--- src/rtl/synram_nrnw_clr.sv ---
// synram_nrnw_clr: multi-read, dual-write register-file RAM with a sequential clear engine.
// NUM_READ registered read ports come from NUM_READ/2 replicated 2r2w banks.
// All banks take the same writes, so they always hold the same contents.
// Write port 2 wins a same-address collision. Out-of-range writes are dropped.
// Out-of-range reads return 0.
// Reset or clear_i starts a sweep that zeroes one entry per cycle.
// While the sweep runs, user writes are blocked and all read data is 0.
// Optional macro SYNRAM_BYPASS_EN: reads are write-first, forwarding same-edge write data.
// Without it, reads are read-first.
//
// state  | meaning
// IDLE   | normal read/write traffic, waiting for clear_i
// CLEAR  | sweeping clr_ptr over every entry, writing zero; busy_o high
module synram_nrnw_clr #(
    parameter int BRAM_ADDR_WIDTH = 5,
    parameter int BRAM_DATA_WIDTH = 32,
    parameter int DATA_DEPTH      = 32,
    parameter int NUM_READ        = 4
) (
    input  logic                                 clk_i,
    input  logic                                 reset_i,
    input  logic                                 clear_i,
    output logic                                 busy_o,
    input  logic [NUM_READ*BRAM_ADDR_WIDTH-1:0]  raddr_i,
    output logic [NUM_READ*BRAM_DATA_WIDTH-1:0]  rdata_o,
    input  logic [BRAM_ADDR_WIDTH-1:0]           waddr1_i,
    input  logic [BRAM_ADDR_WIDTH-1:0]           waddr2_i,
    input  logic [BRAM_DATA_WIDTH-1:0]           wdata1_i,
    input  logic [BRAM_DATA_WIDTH-1:0]           wdata2_i,
    input  logic                                 we1_i,
    input  logic                                 we2_i
);

    localparam int AW        = BRAM_ADDR_WIDTH;
    localparam int DW        = BRAM_DATA_WIDTH;
    localparam int NUM_BANKS = NUM_READ / 2;
    localparam logic [AW-1:0] LAST_ADDR = AW'(DATA_DEPTH - 1);

    typedef enum logic {
        ST_IDLE  = 1'b0,
        ST_CLEAR = 1'b1
    } state_t;

    state_t          r_state;
    logic [AW-1:0]   r_clr_ptr;
    logic            w_idle;
    logic            w_we1_ok;
    logic            w_we2_ok;

    function automatic logic in_range(input logic [AW-1:0] addr);
        return 32'(addr) < 32'(DATA_DEPTH);
    endfunction

    assign busy_o   = (r_state == ST_CLEAR);
    assign w_idle   = (r_state == ST_IDLE);
    assign w_we1_ok = w_idle && we1_i && in_range(waddr1_i);
    assign w_we2_ok = w_idle && we2_i && in_range(waddr2_i);

    // Clear-engine FSM: sweep clr_ptr from 0 to DATA_DEPTH-1, then return to IDLE
    always_ff @(posedge clk_i) begin
        if (reset_i) begin
            r_state   <= ST_CLEAR;
            r_clr_ptr <= '0;
        end else begin
            case (r_state)
                ST_IDLE: begin
                    if (clear_i) begin
                        r_state   <= ST_CLEAR;
                        r_clr_ptr <= '0;
                    end
                end
                ST_CLEAR: begin
                    if (r_clr_ptr == LAST_ADDR) begin
                        r_state   <= ST_IDLE;
                        r_clr_ptr <= '0;
                    end else begin
                        r_clr_ptr <= r_clr_ptr + 1'b1;
                    end
                end
            endcase
        end
    end

    for (genvar b = 0; b < NUM_BANKS; b++) begin : g_bank
        logic [DW-1:0] r_mem [DATA_DEPTH];

        // Bank storage: sweep zeroes while clearing, otherwise port 1 then port 2 (port 2 wins)
        always_ff @(posedge clk_i) begin
            if (!reset_i) begin
                if (r_state == ST_CLEAR) begin
                    r_mem[r_clr_ptr] <= '0;
                end else begin
                    if (w_we1_ok) r_mem[waddr1_i] <= wdata1_i;
                    if (w_we2_ok) r_mem[waddr2_i] <= wdata2_i;
                end
            end
        end

        for (genvar p = 0; p < 2; p++) begin : g_port
            localparam int K = 2 * b + p;
            logic [AW-1:0] w_raddr;
            logic [DW-1:0] w_next;
            logic [DW-1:0] r_rdata;

            assign w_raddr = raddr_i[K*AW +: AW];

`ifdef SYNRAM_BYPASS_EN
            // Write-first: forward a same-edge write to this address, port 2 first
            always_comb begin
                w_next = in_range(w_raddr) ? r_mem[w_raddr] : '0;
                if (w_we2_ok && (waddr2_i == w_raddr)) begin
                    w_next = wdata2_i;
                end else if (w_we1_ok && (waddr1_i == w_raddr)) begin
                    w_next = wdata1_i;
                end
            end
`else
            assign w_next = in_range(w_raddr) ? r_mem[w_raddr] : '0;
`endif

            // Registered read port; forced to zero during reset and the clear sweep
            always_ff @(posedge clk_i) begin
                if (reset_i || (r_state == ST_CLEAR)) begin
                    r_rdata <= '0;
                end else begin
                    r_rdata <= w_next;
                end
            end

            assign rdata_o[K*DW +: DW] = r_rdata;
        end
    end

endmodule

--- config.mk ---
export PLATFORM = sky130hd
export DESIGN_NAME = synram_nrnw_clr
export DESIGN_NICKNAME = d
export VERILOG_FILES = /design/src/rtl/synram_nrnw_clr.sv
export SDC_FILE = /design/constraint.sdc
export NUM_CORES = 2
export LEC_CHECK = 0
export CAP_MARGIN = 20
export CORE_MARGIN = 2
export CORE_UTILIZATION = 40
export DETAILED_ROUTE_END_ITERATION = 6
export MAX_ROUTING_LAYER = met4
export RECOVER_POWER = 50
export SLEW_MARGIN = 5
export SYNTH_ARGS = -nofsm -noshare
export SYNTH_HDL_FRONTEND = slang
export SYNTH_SLANG_ARGS = --single-unit
export TNS_END_PERCENT = 10
--- constraint.sdc ---
create_clock -name clk_i -period 6.8 [get_ports clk_i]
set_clock_uncertainty 0.15 [all_clocks]
set_input_delay 0.68 -clock clk_i [delete_from_list [all_inputs] [get_ports clk_i]]
set_output_delay 0.68 -clock clk_i [all_outputs]
set_load 0.1 [all_outputs]
==> results.cfg <==
[clocking]
clk_pin_slew_worst_paths_ps = 60
ctsResizeCount = 0
insertion_delay_ps = 830
cts_hold_buffers = 0
cts_tree = done
cts_sinks = 1158
h-tree-depth = 4
cts_buffers = 141
clock-root-buffer = clkbuf_16
post_cts_buffers = 0
clk_path_buf_depth = 3

[routing]
via_per_inst = 7.44
vias = 58500
drt_iter0_drc = 9875
drtPass1Iterations = 7
wl_um = 348000
drc = 7
ant_nets = 0
wl_per_cell_um = 44.3

[logic_synthesis]
synth_area_leader_cell = edfxtp_1
synth_area_leaders = edfxtp_1, mux4_2, mux2_2, mux2i_1, dfxtp_1
synth_seq_cells = 1158
syn_area_um2 = 79500
ys_async_sr_fraction_pct = 0
synth.distinct_cells = 46
yosysTopAreaCellShare_pct = 38.7
synth_edf_count = 1024
yosysSeqAreaShare_pct = 42.1
yosysWarnings = 0
synth_fp_nets = 5279
syn_area_per_cell_um2 = 15.4
yosys_most_used_dff = edfxtp_1
synthesis.instances = 5178

[layout]
num-fill-cells = 17400
final_common_cell = edfxtp_1
drive_gt1_share_pct = 45.7
layout_common_cells = edfxtp_1, mux2_2, mux4_2
areaGrowthSynthToFinish_pct = 13.0
register_area_um2 = 33400
multi_input_area_um2 = 43500
nets = 5173

[sta]
final_hold_viol_count = 0
period_minus_slack_ps = 6000
setup_tns_ps = 0
fin_crit_sh_pct = 88.2
setup_viol = 0
slew_violations = 1222
timing.fmax_mhz = 167
slew-limit-headroom_pct = -185
grt_setup_unrepaired = false
timing.final.ws_setup_ps = 803
worst_pin_slew_ps = 4270

[critical_path]
cp-end-kind = flip-flop
arrival_ps = 6410
startpoint_type = input pin
worstPathRequired_ps = 7220
worstSetupPathType = input pin to flip-flop
cp_max_fo = 17

[place]
gp_congestion = 0.960
numPortBuffers = 227
place_hpwl_um = 209000
pre_cts_slack_ps = 1560

[power]
leakage_nw = 31.4
power.total_mw = 17.8
vdd_drop_max_uv = 190
p_per_area_nw_per_um2 = 198

[min_path]
min_path_type = input pin to flip-flop

[global_routing]
grt_first_pass_wirelength_um = 475000
grt_start_max_net_pins = 97
track_usage_pct = 34.7
first_global_vias = 56500
antenna_found_initial = 27
grt.overflow.total = 0

[run_status]
status = complete, but fails checks
violations = DRC, capacitance limit, slew limit

[job]
maxCapViolCount = 51

[floorplan]
dieArea_um2 = 202000
rows = 163
core_area_um2 = 197000
start_util_pct = 40.3
die_y_um = 450
io_pins = 228
die_w_um = 450
worst max-delay path: stages:
cell and delay, ps:
buf_2 590, buf_4 550, nor2b_1 2330, clkbuf_1 1580, a221o_1 420, a31oi_1 180
layer usage:
metal  global-route usage [%]  vias to the layer above  part of all wire, %
met5                        -                        -                    0
met4                     23.0                        0                  7.7
met3                     11.1                     1211                   13
met2                     48.9                     4975                   44
met1                     42.6                    30600                   35
li1                         -                    21700                    -
cell families (layout without fill, tap and decap cells):
family                   Yosys count  count (layout)  share of synthesized area [%]
AND/OR/NAND/NOR                  223             223                           1.46
buffers and inverters            705             714                           3.88
AO/OA/AOI/OAI                    651             651                           6.15
adder cells (fa/ha/maj)            2               2                         0.0315
flip-flops                      1158            1158                           42.1
other                              0              31                              0
multiplexers                    2439            2439                           46.4
final timing paths:
check	depth (start not counted)	endpoint	start	slack (ps)
worst max-delay path	6	g_bank[0].g_port[1].r_rdata[31]	raddr_i[8]	800
worst min-delay path	3	g_bank[0].g_port[0].r_rdata[11]	raddr_i[4]	350
worst max register to register	6	g_bank[1].r_mem[10][21]	busy_o	1130
worst min register to register	2	r_clr_ptr[0]	r_clr_ptr[0]	420
final cells by class:
type | count | share of cell area (%)
timing repair buffer | 451 | 5.16
tap | 2640 | 3.68
sequential | 1158 | 37.2
inverter | 5 | 0.0320
multi-input combinational | 3315 | 48.4
clock buffer | 185 | 4.42
antenna | 31 | 0.0864
clock inverter | 73 | 1.00
where the power goes:
group,switching (mW),leakage [nW],internal (mW)
Sequential,0.0385,10.1,7.67
Clock,3.44,2.37,4.63
Combinational,1.29,19.0,0.751
Yosys cell counts (all sizes together) (15+ instances only):
| master | count |
|---|---|
| clkbuf | 380 |
| a221oi | 94 |
| mux2 | 1026 |
| dfxtp | 134 |
| nand2 | 101 |
| a221o | 128 |
| mux4 | 896 |
| o2111ai | 34 |
| o22ai | 15 |
| nor2 | 38 |
| o21ai | 113 |
| buf | 320 |
| and2 | 37 |
| a22oi | 128 |
| a31oi | 129 |
| edfxtp | 1024 |
| mux2i | 517 |
per-stage QoR:
stage	util (%)	area, um2	hold slack (ps)	cells
after floorplan	-	79500	336	5178
after global placement	42.8	84600	378	7531
after detailed placement	43.0	84900	391	7545
after CTS	45.4	89700	309	7803
after global routing	45.5	89800	334	7849
final	45.5	89800	352	7858
sequential cells by signal (all words and copies together), names as in the netlist:
register	flops
busy_o	1
g_bank.r_mem	1024
r_clr_ptr	5
g_bank.g_port.r_rdata	128
(Power assumes the default switching activity.)
